## config.mk

```make
export PLATFORM = sky130hd
export DESIGN_NAME = fir_decim_out
export DESIGN_NICKNAME = d
export VERILOG_FILES = /design/src/rtl/fir_decim_out.sv
export SDC_FILE = /design/constraint.sdc
export NUM_CORES = 1
export LEC_CHECK = 0
export CELL_PAD_IN_SITES_DETAIL_PLACEMENT = 0
export CELL_PAD_IN_SITES_GLOBAL_PLACEMENT = 2
export CORE_UTILIZATION = 43
export CTS_CLUSTER_DIAMETER = 200
export DETAILED_ROUTE_END_ITERATION = 8
export PLACE_DENSITY = 0.89
export SKIP_CTS_REPAIR_TIMING = 1
export SYNTH_ARGS = -nofsm -noshare
export SYNTH_HDL_FRONTEND = slang
export SYNTH_SLANG_ARGS = --single-unit
```

## constraint.sdc

```tcl
create_clock -name clk -period 3.41 [get_ports clk]
set_input_delay 0.341 -clock clk [delete_from_list [all_inputs] [get_ports clk]]
set_output_delay 0.341 -clock clk [all_outputs]
set_load 0.01 [all_outputs]
```

## src/rtl/fir_decim_out.sv

```systemverilog
// fir_decim_out: output stage behind the 4-tap moving-sum FIR.
// After reset it throws away the first SKIP valid sums, which are the pipeline
// fill. It scales each later sum to an average (sum/4) and keeps one of every
// DEC sums. Kept averages go into a DEPTH-entry FIFO, and the FIFO feeds a
// valid/ready consumer.
// Build option: define FIR_DECIM_ROUND_EN to round half-up instead of
// truncating. Latency and handshake are the same in both builds.
// The port named 'reset' is an asynchronous, active-low reset.

module fir_decim_out #(
  parameter int W     = 16,
  parameter int DEC   = 4,
  parameter int SKIP  = 4,
  parameter int DEPTH = 4
) (
  input  logic                     clk,
  input  logic                     reset,
  input  logic [W+1:0]             s_in,
  input  logic                     s_valid,
  output logic [W-1:0]             out_data,
  output logic                     out_valid,
  input  logic                     out_ready,
  output logic [$clog2(DEPTH):0]   fifo_cnt,
  output logic                     ovf
);

  localparam int AW  = $clog2(DEPTH);
  localparam int CW  = AW + 1;
  localparam int SKW = (SKIP > 1) ? $clog2(SKIP) : 1;
  localparam int PW  = (DEC > 1) ? $clog2(DEC) : 1;

  localparam logic [CW-1:0]  FULL_CNT  = CW'(DEPTH);
  localparam logic [SKW-1:0] SKIP_LAST = SKW'(SKIP - 1);
  localparam logic [PW-1:0]  DEC_LAST  = PW'(DEC - 1);

  typedef enum logic [0:0] {
    WARMUP = 1'b0,
    RUN    = 1'b1
  } state_t;

  state_t         state;
  logic [SKW-1:0] skip_cnt;
  logic [PW-1:0]  phase;

  logic [W-1:0]   avg;
  logic           keep;
  logic           pop;
  logic           full;
  logic           push_ok;

  logic [W-1:0]   mem [DEPTH];
  logic [AW-1:0]  wr_ptr;
  logic [AW-1:0]  rd_ptr;

  // Sequencer: count off the fill samples, then track the decimation phase.
  // NOTE: state registers use non-blocking assignments so every flop samples pre-edge values.
  always_ff @(posedge clk or negedge reset) begin
    if (!reset) begin
      state    <= WARMUP;
      skip_cnt <= '0;
      phase    <= '0;
    end else begin
      unique case (state)
        WARMUP: begin
          if (SKIP == 0) begin
            state <= RUN;
          end else if (s_valid) begin
            if (skip_cnt == SKIP_LAST) begin
              state <= RUN;
            end
            skip_cnt <= skip_cnt + 1'b1;
          end
        end
        RUN: begin
          if (s_valid) begin
            phase <= (phase == DEC_LAST) ? '0 : phase + 1'b1;
          end
        end
        default: state <= WARMUP;
      endcase
    end
  end

  // A sum is kept when it arrives in RUN at decimation phase 0.
  assign keep = (state == RUN) && s_valid && (phase == '0);

`ifdef FIR_DECIM_ROUND_EN
  logic [W+2:0] rsum;
  // Never read: the top bit of the rounded sum. A sum from the FIR is at most
  // 4*(2^W-1), so the rounded average still fits in W bits.
  logic         unused_rsum_msb;

  // Round half-up. The add is one bit wider than the input, so the +2 cannot wrap.
  // NOTE: every signal an always_comb writes gets a default first, so no latch is inferred.
  always_comb begin
    rsum = '0;
    rsum = {1'b0, s_in} + (W + 3)'(2);
    avg  = rsum[W+1:2];
  end

  assign unused_rsum_msb = rsum[W+2];
`else
  // Never read: the two fraction bits that truncation drops.
  logic unused_lsbs;

  // Truncate: sum/4 rounded down. A sum from the FIR fits the W-bit average.
  always_comb begin
    avg = s_in[W+1:2];
  end

  assign unused_lsbs = ^s_in[1:0];
`endif

  // Handshake and FIFO status. A push into a full FIFO still succeeds when a
  // pop frees a slot on the same edge.
  assign out_valid = (fifo_cnt != '0);
  assign pop       = out_valid && out_ready;
  assign full      = (fifo_cnt == FULL_CNT);
  assign push_ok   = keep && (!full || pop);

  // The head entry drives the output. Forcing zero while empty hides whatever
  // the storage holds.
  assign out_data  = out_valid ? mem[rd_ptr] : '0;

  // FIFO storage. The occupancy count marks which entries are valid.
  // NOTE: the storage array has no reset; only the pointers and count clear.
  always_ff @(posedge clk) begin
    if (push_ok) begin
      mem[wr_ptr] <= avg;
    end
  end

  // Pointers, occupancy count and the sticky overflow flag. Pointers wrap for
  // free because DEPTH is a power of two.
  always_ff @(posedge clk or negedge reset) begin
    if (!reset) begin
      wr_ptr   <= '0;
      rd_ptr   <= '0;
      fifo_cnt <= '0;
      ovf      <= 1'b0;
    end else begin
      if (push_ok) begin
        wr_ptr <= wr_ptr + 1'b1;
      end
      if (pop) begin
        rd_ptr <= rd_ptr + 1'b1;
      end
      unique case ({push_ok, pop})
        2'b10:   fifo_cnt <= fifo_cnt + 1'b1;
        2'b01:   fifo_cnt <= fifo_cnt - 1'b1;
        default: fifo_cnt <= fifo_cnt;
      endcase
      if (keep && full && !pop) begin
        ovf <= 1'b1;
      end
    end
  end

endmodule

```

### Word level (Yosys, flattened, before mapping)

Memories as Yosys holds them, arrays and structs flattened.
Cells that the tools add are included.

| storage, ports and cells | value |
|---|---|
| flip-flop bits (word level) | 13 |
| memory bits (writable) | 64 |
| memories kept | 1 |

Memories:

| name | depth | width | read ports | clocked after Yosys merged registers in | write ports | RTL line | source |
|---|---|---|---|---|---|---|---|
| mem | 4 | 16 | 1 | 0 | 1 | 51 | `logic [W-1:0] mem [DEPTH];` |

| operators by class | value |
|---|---|
| add/sub/neg operators | 6 |
| equality and inequality tests | 5 |
| multiplexer cells | 8 |
| bitwise gates (word level) | 1 |
| reductions and logical operators | 14 |

Operator list:

| kind | number |
|---|---|
| 16-bit 2-to-1 mux | 1 |
| 2-bit by 1-bit adder with 2-bit output (second input constant) | 4 |
| 2-bit == test (second input constant) | 3 |
| 1-bit logical AND | 6 |
| 3-bit case mux with 2 select lines | 1 |
| 1-bit 2-to-1 mux | 5 |
| 2-bit AND reduction | 2 |
| 3-bit by 1-bit adder with 3-bit output (second input constant) | 1 |
| 3-bit == test (second input constant) | 1 |
| 3-bit nonzero test | 1 |
| 3-bit by 1-bit subtractor with 3-bit output (second input constant) | 1 |
| 2-bit by 1-bit == test with 1-bit output (second input constant) | 1 |
| 1-bit logical NOT | 2 |
| 2-bit logical NOT | 1 |
| 2-bit 2-to-1 mux | 1 |
| 2-bit nonzero test | 1 |
| 1-bit logical OR | 1 |
| 1-bit inverter | 1 |

### Longest topological paths before layout

Gate-level depths: netlist of run 1.

| depth | value |
|---|---|
| depth in word-level cells | 6 |
| depth in mapped cells | 8 |
| mapped depth without buffers | 8 |

### Least setup slack after synthesis of run 1

Ideal clock, no wire load.

| path | value |
|---|---|
| path kind | register -> register |
| from | register phase[0] |
| to | register fifo_cnt[2] |
| library setup time | 0.079 ns |
| arrival time | 1.841 ns |
| slack | 1.490 ns |
| stages on the path, launching flop included | 9 |
| period minus slack after synthesis | 1.920 ns |
| cells stage by stage | dfrtp_1 > inv_1 > ha_1 > nand3_4 > nand2_1 > fa_1 > or3_1 > o21ai_2 > xor2_1 |

| between the ends | value |
|---|---|
| cells in the longest elaborated chain, start to end | 5 |
| elaborated cells between the ends (all ways) | 7 |
| those cells by class | 2 x eq/ne; 1 x mux; 4 x reduce/logical |

Ends and longest elaborated chain:

| element | RTL line | source |
|---|---|---|
| start, declared | 43 | `logic [PW-1:0] phase;` |
| start signal, assigned | 76 | `phase <= (phase == DEC_LAST) ? '0 : phase + 1'b1;` |
| 2-bit logical NOT (*) | 85 | `assign keep = (state == RUN) && s_valid && (phase == '0);` |
| 1-bit logical AND (*) | 85 |  |
| 1-bit logical AND (*) | 119 | `assign push_ok = keep && (!full \|\| pop);` |
| 2-bit by 1-bit == test with 1-bit output or 2-bit == test (tied branches) | 148 | `unique case ({push_ok, pop})` |
| 3-bit case mux with 2 select lines or 2-bit nonzero test (tied branches) | -- |  |
| end signal, assigned | 149 | `2'b10: fifo_cnt <= fifo_cnt + 1'b1;` |
| end signal, assigned | 150 | `2'b01: fifo_cnt <= fifo_cnt - 1'b1;` |
| end signal, assigned | 151 | `default: fifo_cnt <= fifo_cnt;` |
| end, declared | 23 | `output logic [$clog2(DEPTH):0] fifo_cnt,` |

Every way passes the cells marked *; elsewhere a longest branch is shown, timed or not.
A chain may end at the register's enable or synchronous reset.

### Worst setup path in the final report of run 1

| path | value |
|---|---|
| from | register rd_ptr[0] |
| to | output out_data[11] |

| between the ends | value |
|---|---|
| cells in the longest elaborated chain, start to end | 2 |

Ends and longest elaborated chain:

| element | RTL line | source |
|---|---|---|
| start, declared | 53 | `logic [AW-1:0] rd_ptr;` |
| start signal, assigned | 146 | `rd_ptr <= rd_ptr + 1'b1;` |
| memory 4 x 16 bit | -- |  |
| 16-bit 2-to-1 mux | 123 | `assign out_data = out_valid ? mem[rd_ptr] : '0;` |
| end, declared | 20 | `output logic [W-1:0] out_data,` |

Every way passes these cells.

==> results of run 1 <==
[cell families (layout without fill, tap and decap cells)]
| logic type | count (synthesis) | in the layout |
|---|---|---|
| muxes | 18 | 18 |
| buffers and inverters | 13 | 71 |
| and+or+nand+nor | 36 | 36 |
| xor gates and xnor gates | 7 | 7 |
| DFF | 77 | 77 |
| AOI/OAI and AO/OA | 11 | 11 |
| adders and majority gates | 8 | 8 |
[cells in the mapped netlist, drive strengths merged]
library cell  number
nor4b              1
mux4              16
a21oi              2
a21boi             1
nor2               2
dfrtp             13
buf                5
a21o               2
nor3               2
mux2               2
nor2b             15
and2               4
fa                 1
edfxtp            64
nand3              2
or2b               1
xor2               2
or3                1
ha                 7
o221ai             2
nand2              7
o21ai              2
o31a               1
inv                8
a41o               1
xnor2              5
and2b              1
[final cells by class]
type                       instances  share of cell area [%]
sequential                        77                   57.64
clock buffer                      10                   3.273
multi-input combinational         80                   22.02
clock inverter                     6                   1.605
inverter                           8                  0.7702
timing repair buffer              47                   11.62
tap                               96                   3.081
[registers in the layout (all words and copies together), names as in the netlist]
name,cells
fifo_cnt,3
mem,64
ovf,1
phase,2
rd_ptr,2
skip_cnt,2
state,1
wr_ptr,2
[critical path, cell delays in order (launching register included)]
cell,delay [ns]
dfrtp_1,0.61
buf_4,0.33
mux4_2,0.53
nor2b_1,0.15
clkdlybuf4s50_1,0.48
[worst paths after layout]
path,startpoint,endpoint,slack (ns),cells past startpoint
min reg2reg,ovf,ovf,0.48,1
max,rd_ptr[0],out_data[11],0.63,4
min in group clk,ovf,ovf,0.48,1
max in group asynchronous,reset,wr_ptr[1],2.63,1
max reg2reg,phase[0],fifo_cnt[2],1.33,8
min,reset,fifo_cnt[0],0.38,1
[power groups by stage]
| stage | Combinational, mW | Sequential (mW) | Clock [mW] |
|---|---|---|---|
| final | 1.17 | 1.33 | 0.656 |
| after global routing | 1.28 | 1.35 | 0.713 |
| after CTS | 1.19 | 1.33 | 0.671 |
| after detailed placement | 1.18 | 1.35 | 0 |
| after global placement | 1.16 | 1.34 | 0 |
| after floorplan | 0.744 | 1.27 | 0 |
[layer usage]
layer | global-route usage (%) | part of all wire [%] | vias to the layer above
met5 | 0 | 0 | -
met4 | 8.495 | 2.0 | 0
met3 | 3.299 | 3.2 | 10
met2 | 24.59 | 52 | 27
met1 | 19.67 | 43 | 794
li1 | - | - | 756
[metrics by stage]
stage | instances | util, % | power (mW) | instance area, sq um
after global routing | 324 | 56.14 | 3.345 | 3899
after CTS | 324 | 56.14 | 3.197 | 3899
after global placement | 308 | 53.41 | 2.507 | 3709
after detailed placement | 308 | 53.41 | 2.534 | 3709
after floorplan | 170 | - | 2.018 | 3164
final | 324 | 56.14 | 3.151 | 3899
==> impl_metrics.env, run 1 <==
export IMPL_status="complete, no violations"
export IMPL_port_buffers=40
export IMPL_detail_route_wl_per_cell_microns=15.85
export IMPL_vias=1587
export IMPL_grt_ovfl_total=0
export IMPL_leakage_nw=1.363
export IMPL_powerDensity_nw_per_um2=808.2
export IMPL_rsz0062_at_grt="no"
export IMPL_cts_buffers=9
export IMPL_required_ns=3.07
export IMPL_crit_path_end_kind="output pin"
export IMPL_clk_pin_slew_ns=0.08
export IMPL_cts_root_buf="clkbuf_8"
export IMPL_wirelength_mm=5.136
export IMPL_final_cell_mix="edfxtp_1, clkdlybuf4s50_1, mux4_2"
export IMPL_synth_top_area_share_pct=60.74
export IMPL_cts_sinks=77
export IMPL_grt_total_usage_pct=15.38
export IMPL_power_frac_clock_pct=20.8
export IMPL_core_area_sq_um=6944
export IMPL_gp_congestion=0.6519
export IMPL_nets=253
export IMPL_setup_violations=0
export IMPL_grt_antenna_before_repair=0
export IMPL_start_kind="flip-flop"
export IMPL_vias_per_cell=4.898
export IMPL_grt_pass1_wl_mm=8.369
export IMPL_ys_types=32
export IMPL_hold_slack_ns=0.3771
export IMPL_seqPwrFrac_pct=42.2
export IMPL_clock_path_buffers=2
export IMPL_crit_fanout=11
export IMPL_multi_input_area_sq_um=858.3
export IMPL_comb_power_share_pct=37.0
export IMPL_final_common_cell="edfxtp_1"
export IMPL_hpwl_mm=3.322
export IMPL_finalSetupTns_ns=0
export IMPL_fp_row_count=30
export IMPL_drc=0
export IMPL_seq_area_frac_synth_pct=71.02
export IMPL_switching_power_uw=945.6
export IMPL_cts_tree="done"
export IMPL_synth_adder_area_share_pct=3.401
export IMPL_slew_viol_final=0
export IMPL_slew_headroom_pct=49.62
export IMPL_hold_violations=0
export IMPL_postRouteAntennaNets=0
export IMPL_die_w_microns=87.79
export IMPL_min_period_ns=2.783
export IMPL_synth_compound_gate_area_share_pct=2.689
export IMPL_ys_warn_count=0
export IMPL_postSynthCellCount=170
export IMPL_synth_top_family_by_area="multiplexers"
export IMPL_antenna_cells=0
export IMPL_htreeDepth=3
export IMPL_fillers=555
export IMPL_worstMarginPinSlew_ns=0.7557
export IMPL_area_growth_pct=23.21
export IMPL_switching_share_pct=30.01
export IMPL_synth_top_cell_by_area="edfxtp_1"
export IMPL_synth_xor_area_share_pct=1.938
export IMPL_dieArea_sq_um=7706
export IMPL_syn_avg_cell_area_sq_um=18.61
export IMPL_syn_area_sq_um=3164
export IMPL_maxCapViolations=0
export IMPL_clock_skew_ns=0.01185
export IMPL_arrival_ns=2.44
export IMPL_fin_crit_sh_pct=81.60
export IMPL_place_ws_ns=0.9531
export IMPL_synth_nets=200
export IMPL_grt_pass1_vias=1647
export IMPL_synth_area_leaders="edfxtp_1, mux4_2, dfrtp_1, nor2b_1, ha_1"
export IMPL_die_h_microns=87.79
export IMPL_synth_simple_gate_area_share_pct=6.841
export IMPL_start_util_pct=45.57
export IMPL_layout_drive_gt1_share_pct=19.30
export IMPL_fin_ws_ns=0.6273
export IMPL_drt_pass1_iter_count=4
export IMPL_io_pins=43
export IMPL_critPathKind="flip-flop to output pin"
export IMPL_power_internal_mw=2.206
export IMPL_peakVddDrop_mv=0.2468
export IMPL_worstSkewPairLatency_ns=0.34
export IMPL_ys_ff_latch=77
export IMPL_synthMuxAreaShare_pct=12.10
export IMPL_regArea_sq_um=2247
export IMPL_hp_class="input port to asynchronous set/reset pin"
export IMPL_grt_max_degree=18
export IMPL_drtIter0Drc=58
export IMPL_fmax_ghz=0.3594
(Power assumes the default switching activity.)
==> inputs of run 2 (changes only) <==
--- a/config.mk
+++ b/config.mk
@@ -7,10 +7,10 @@
 export LEC_CHECK = 0
 export CELL_PAD_IN_SITES_DETAIL_PLACEMENT = 0
 export CELL_PAD_IN_SITES_GLOBAL_PLACEMENT = 2
-export CORE_UTILIZATION = 43
+export CORE_UTILIZATION = 40
 export CTS_CLUSTER_DIAMETER = 200
 export DETAILED_ROUTE_END_ITERATION = 8
-export PLACE_DENSITY = 0.89
+export PLACE_DENSITY = 0.84
 export SKIP_CTS_REPAIR_TIMING = 1
 export SYNTH_ARGS = -nofsm -noshare
 export SYNTH_HDL_FRONTEND = slang
==> constraint.sdc (replaced) <==
create_clock -name clk -period 2.75 [get_ports clk]
set_input_delay 0.275 -clock clk [delete_from_list [all_inputs] [get_ports clk]]
set_output_delay 0.275 -clock clk [all_outputs]
set_load 0.01 [all_outputs]
==> impl_metrics.env, run 2 (synthesis results as in run 1) <==
export IMPL_fillers=637
export IMPL_leakage_nw=1.362
export IMPL_top_register="mem"
export IMPL_maxCapViolations=0
export IMPL_grt_ovfl_total=0
export IMPL_final_cell_mix="edfxtp_1, clkdlybuf4s50_1, mux4_2"
export IMPL_r2r_end="mem[1][3]"
export IMPL_layout_drive_gt1_share_pct=19.74
export IMPL_io_pins=43
export IMPL_start_kind="flip-flop"
export IMPL_clock_path_buffers=2
export IMPL_required_ns=2.48
export IMPL_hp_class="input port to asynchronous set/reset pin"
export IMPL_arrival_ns=2.17
export IMPL_vias=1562
export IMPL_critical_path_reg2reg_startpoint="phase[0]"
export IMPL_clk_pin_slew_ns=0.07
export IMPL_wirelength_mm=5.143
export IMPL_antenna_cells=0
export IMPL_peakVddDrop_mv=0.4382
export IMPL_fin_crit_sh_pct=88.87
export IMPL_crit_path_end_kind="output pin"
export IMPL_area_growth_pct=23.49
export IMPL_cts_sinks=77
export IMPL_ff2ff_setup_slack_ns=0.48
export IMPL_start_util_pct=41.16
export IMPL_cts_buffers=9
export IMPL_cp_endpoint="out_data[14]"
export IMPL_crit_start="rd_ptr[0]"
export IMPL_drt_pass1_iter_count=4
export IMPL_hold_violations=0
export IMPL_gp_congestion=0.6882
export IMPL_worstMarginPinSlew_ns=0.8711
export IMPL_cts_tree="done"
export IMPL_hpwl_mm=3.258
export IMPL_critPathKind="flip-flop to output pin"
export IMPL_grt_total_usage_pct=13.66
export IMPL_die_w_microns=90.94
export IMPL_cts_root_buf="clkbuf_8"
export IMPL_grt_antenna_before_repair=0
export IMPL_rsz0062_at_grt="no"
export IMPL_fmax_ghz=0.4092
export IMPL_core_area_sq_um=7687
export IMPL_power_mw=3.932
export IMPL_finalSetupTns_ns=0
export IMPL_fp_row_count=32
export IMPL_htreeDepth=3
export IMPL_reg2reg_depth=5
export IMPL_drc=0
export IMPL_clock_skew_ns=0.01133
export IMPL_crit_fanout=13
export IMPL_vias_per_cell=4.733
export IMPL_reg_top3="mem (64), fifo_cnt (3)"
export IMPL_nets=253
export IMPL_setup_violations=0
export IMPL_grt_pass1_wl_mm=8.217
export IMPL_largest_reg_flops=64
export IMPL_worstSkewPairLatency_ns=0.35
export IMPL_dr_wl_met3_microns=222
export IMPL_final_common_cell="edfxtp_1"
export IMPL_min_period_ns=2.444
export IMPL_top_layer_used="met4"
export IMPL_slew_headroom_pct=41.92
export IMPL_die_h_microns=90.94
export IMPL_grt_max_degree=18
export IMPL_detail_route_wl_per_cell_microns=15.58
export IMPL_status="complete, no violations"
export IMPL_met1_length_mm=2.437
export IMPL_port_buffers=40
export IMPL_wl_met2_mm=2.401
export IMPL_powerDensity_nw_per_um2=1006
export IMPL_postRouteAntennaNets=0
export IMPL_drtIter0Drc=57
export IMPL_slew_viol_final=0
export IMPL_grt_pass1_vias=1582
export IMPL_dieArea_sq_um=8270
[run 2: cell types whose count changed in the layout (fill, tap and decap cells not counted), sizes merged]
cell and delta:
clkinv -1, clkbuf +1
[run 2: cell type report]
cell class / count / area [sq um] / share of cell area (%)
clock buffer: 11 / 131.4 / 3.362
clock inverter: 5 / 60.06 / 1.537
inverter: 8 / 30.03 / 0.7685
multi-input combinational: 80 / 858.3 / 21.97
sequential: 77 / 2247 / 57.51
tap: 102 / 127.6 / 3.266
timing repair buffer: 47 / 452.9 / 11.59
[run 2: routing by layer]
layer	vias to the layer above	track usage (%)
li1	753	-
met4	0	6.349
met5	-	0
met1	770	17.95
met2	34	20.90
met3	5	4.188
[run 2: how the worst min path moves through the flow]
stage | startpoint | to | slack (ns) | depth (start not counted)
detailed placement | skip_cnt[0] | skip_cnt[0] | 0.48 | 1
floorplan | reset | fifo_cnt[0] | -0.02 | 0
global placement | ovf | ovf | 0.46 | 1
finish | reset | rd_ptr[1] | 0.31 | 1
global route | reset | wr_ptr[1] | 0.36 | 1
CTS | reset | fifo_cnt[2] | 0.32 | 1
[run 2: metrics by stage]
| stage | util [%] | worst slack (ns) | std cells | cell area [sq um] | hold WS (ns) |
|---|---|---|---|---|---|
| CTS | 50.83 | 0.2556 | 330 | 3908 | 0.3159 |
| floorplan | - | 0.8299 | 170 | 3164 | -0.02059 |
| detailed placement | 48.34 | 0.3081 | 314 | 3716 | 0.4766 |
| global placement | 48.34 | 0.3176 | 314 | 3716 | 0.4616 |
| global route | 50.83 | 0.1837 | 330 | 3908 | 0.3646 |
| finish | 50.83 | 0.3061 | 330 | 3908 | 0.3064 |
[run 2: power by group]
part           total [mW]  switching, mW  internal (mW)
combinational        1.50          0.638          0.862
clock               0.842          0.419          0.423
sequential           1.59          0.127           1.46
total                3.93           1.18           2.75
[run 2: critical path: stages, from the launching register on]
cell,delay [ns]
dfrtp_1,0.35
buf_4,0.27
mux4_2,0.55
nor2b_1,0.16
clkdlybuf4s50_1,0.48
==> inputs of run 3 (changes only) <==
--- a/config.mk
+++ b/config.mk
@@ -5,12 +5,13 @@
 export SDC_FILE = /design/constraint.sdc
 export NUM_CORES = 1
 export LEC_CHECK = 0
+export ABC_AREA = 0
 export CELL_PAD_IN_SITES_DETAIL_PLACEMENT = 0
 export CELL_PAD_IN_SITES_GLOBAL_PLACEMENT = 2
-export CORE_UTILIZATION = 40
+export CORE_UTILIZATION = 35
 export CTS_CLUSTER_DIAMETER = 200
 export DETAILED_ROUTE_END_ITERATION = 8
-export PLACE_DENSITY = 0.84
+export PLACE_DENSITY = 0.76
 export SKIP_CTS_REPAIR_TIMING = 1
 export SYNTH_ARGS = -nofsm -noshare
 export SYNTH_HDL_FRONTEND = slang
==> impl_metrics.env, run 3 (synthesis results as in run 1) <==
export IMPL_critical_path_reg2reg_startpoint="phase[0]"
export IMPL_grt_max_degree=18
export IMPL_start_kind="flip-flop"
export IMPL_slew_headroom_pct=43.74
export IMPL_grt_ovfl_total=0
export IMPL_drtIter0Drc=56
export IMPL_fin_area_sq_um=3928
export IMPL_arrival_ns=2.15
export IMPL_nets=253
export IMPL_switching_share_pct=30.49
export IMPL_grt_total_usage_pct=12.31
export IMPL_die_h_microns=97.09
export IMPL_io_pins=43
export IMPL_rsz0062_at_grt="no"
export IMPL_required_ns=2.48
export IMPL_setup_violations=0
export IMPL_finalSetupTns_ns=0
export IMPL_critPathKind="flip-flop to output pin"
export IMPL_drc=0
export IMPL_worstMarginPinSlew_ns=0.8438
export IMPL_powerDensity_nw_per_um2=1014
export IMPL_hold_violations=0
export IMPL_die_w_microns=97.09
export IMPL_power_frac_clock_pct=22.0
export IMPL_fillers=748
export IMPL_hpwl_mm=3.297
export IMPL_cts_tree="done"
export IMPL_grt_antenna_before_repair=0
export IMPL_grt_pass1_vias=1672
export IMPL_ff2ff_setup_slack_ns=0.51
export IMPL_dieArea_sq_um=9426
export IMPL_antenna_cells=0
export IMPL_cts_root_buf="clkbuf_8"
export IMPL_maxCapViolations=0
export IMPL_vias=1595
export IMPL_crit_path_end_kind="output pin"
export IMPL_top_register="mem"
export IMPL_min_period_ns=2.424
export IMPL_leakage_nw=1.373
export IMPL_cts_sinks=77
export IMPL_vias_per_cell=4.747
export IMPL_slew_viol_final=0
export IMPL_largest_reg_flops=64
export IMPL_area_growth_pct=24.12
export IMPL_final_cell_mix="edfxtp_1, clkdlybuf4s50_1, mux4_2"
export IMPL_power_internal_mw=2.768
export IMPL_status="complete, no violations"
export IMPL_hp_class="input port to asynchronous set/reset pin"
export IMPL_clock_path_buffers=2
export IMPL_core_area_sq_um=8721
export IMPL_final_common_cell="edfxtp_1"
export IMPL_fmax_ghz=0.4126
export IMPL_power_mw=3.983
export IMPL_detail_route_wl_per_cell_microns=15.50
export IMPL_gp_congestion=0.6939
export IMPL_peakVddDrop_mv=0.4193
export IMPL_layout_drive_gt1_share_pct=20.18
export IMPL_comb_power_share_pct=38.9
export IMPL_r2r_end="mem[3][5]"
export IMPL_crit_fanout=11
export IMPL_fp_row_count=34
export IMPL_drt_pass1_iter_count=4
export IMPL_wirelength_mm=5.208
export IMPL_port_buffers=40
export IMPL_worstSkewPairLatency_ns=0.35
export IMPL_dp_cells=320
export IMPL_htreeDepth=3
export IMPL_clock_skew_ns=0.01207
export IMPL_grt_pass1_wl_mm=8.673
export IMPL_layout_cells_non_filler=336
export IMPL_switching_power_mw=1.214
export IMPL_reg_top3="mem (64), fifo_cnt (3)"
export IMPL_fin_crit_sh_pct=88.13
export IMPL_postPlaceCellArea_sq_um=3724
export IMPL_postRouteAntennaNets=0
export IMPL_start_util_pct=36.28
export IMPL_reg2reg_depth=5
export IMPL_cts_buffers=9
export IMPL_clk_pin_slew_ns=0.08
export IMPL_seqPwrFrac_pct=39.1
## run 3: how the worst max path moves through the flow
| stage | startpoint | cells after the start | slack (ns) | to |
|---|---|---|---|---|
| floorplan | phase[0] | 8 | 0.83 | fifo_cnt[2] |
| global placement | out_ready | 5 | 0.20 | mem[0][15] |
| detailed placement | out_ready | 5 | 0.20 | mem[0][15] |
| CTS | fifo_cnt[1] | 4 | 0.23 | out_data[0] |
| global route | fifo_cnt[1] | 4 | 0.16 | out_data[0] |
| finish | fifo_cnt[1] | 4 | 0.33 | out_data[0] |
## run 3: stage by stage
stage	utilization, %	hold WS [ns]	worst slack, ns
final	45.04	0.3147	0.3264
after global routing	45.04	0.3758	0.1582
after CTS	45.04	0.3237	0.2284
after detailed placement	42.70	0.4564	0.1998
after global placement	42.70	0.4593	0.1965
after floorplan	-	-0.02059	0.8299
## run 3: power groups by stage
| stage | sequential [mW] | combinational, mW | clock [mW] |
|---|---|---|---|
| after detailed placement | 1.59 | 1.58 | 0 |
| after global placement | 1.58 | 1.58 | 0 |
| after floorplan | 1.58 | 0.922 | 0 |
| final | 1.56 | 1.55 | 0.876 |
| after global routing | 1.58 | 1.70 | 0.944 |
| after CTS | 1.56 | 1.59 | 0.896 |
## run 3: cell type report
class                      instances  area (sq um)  area share (%)
multi-input combinational         80         858.3           21.85
tap                              108         135.1           3.441
sequential                        77          2247           57.22
clock inverter                     7         80.08           2.039
clock buffer                       9         123.9           3.154
inverter                           8         30.03          0.7646
timing repair buffer              47         452.9           11.53
## run 3: worst max-delay path, stage by stage, from the launching register on
cell	delay, ns
dfrtp_1	0.47
nor3_2	0.47
buf_4	0.29
nor2b_1	0.09
clkdlybuf4s50_1	0.48
## run 3: layer usage
metal  vias up  part of all wire, %  track usage (%)
li1        754                    -                -
met1       806                   44            15.25
met2        27                   51            20.15
met3         8                  2.8            2.806
met4         0                  2.0            6.544
met5         -                    0                0
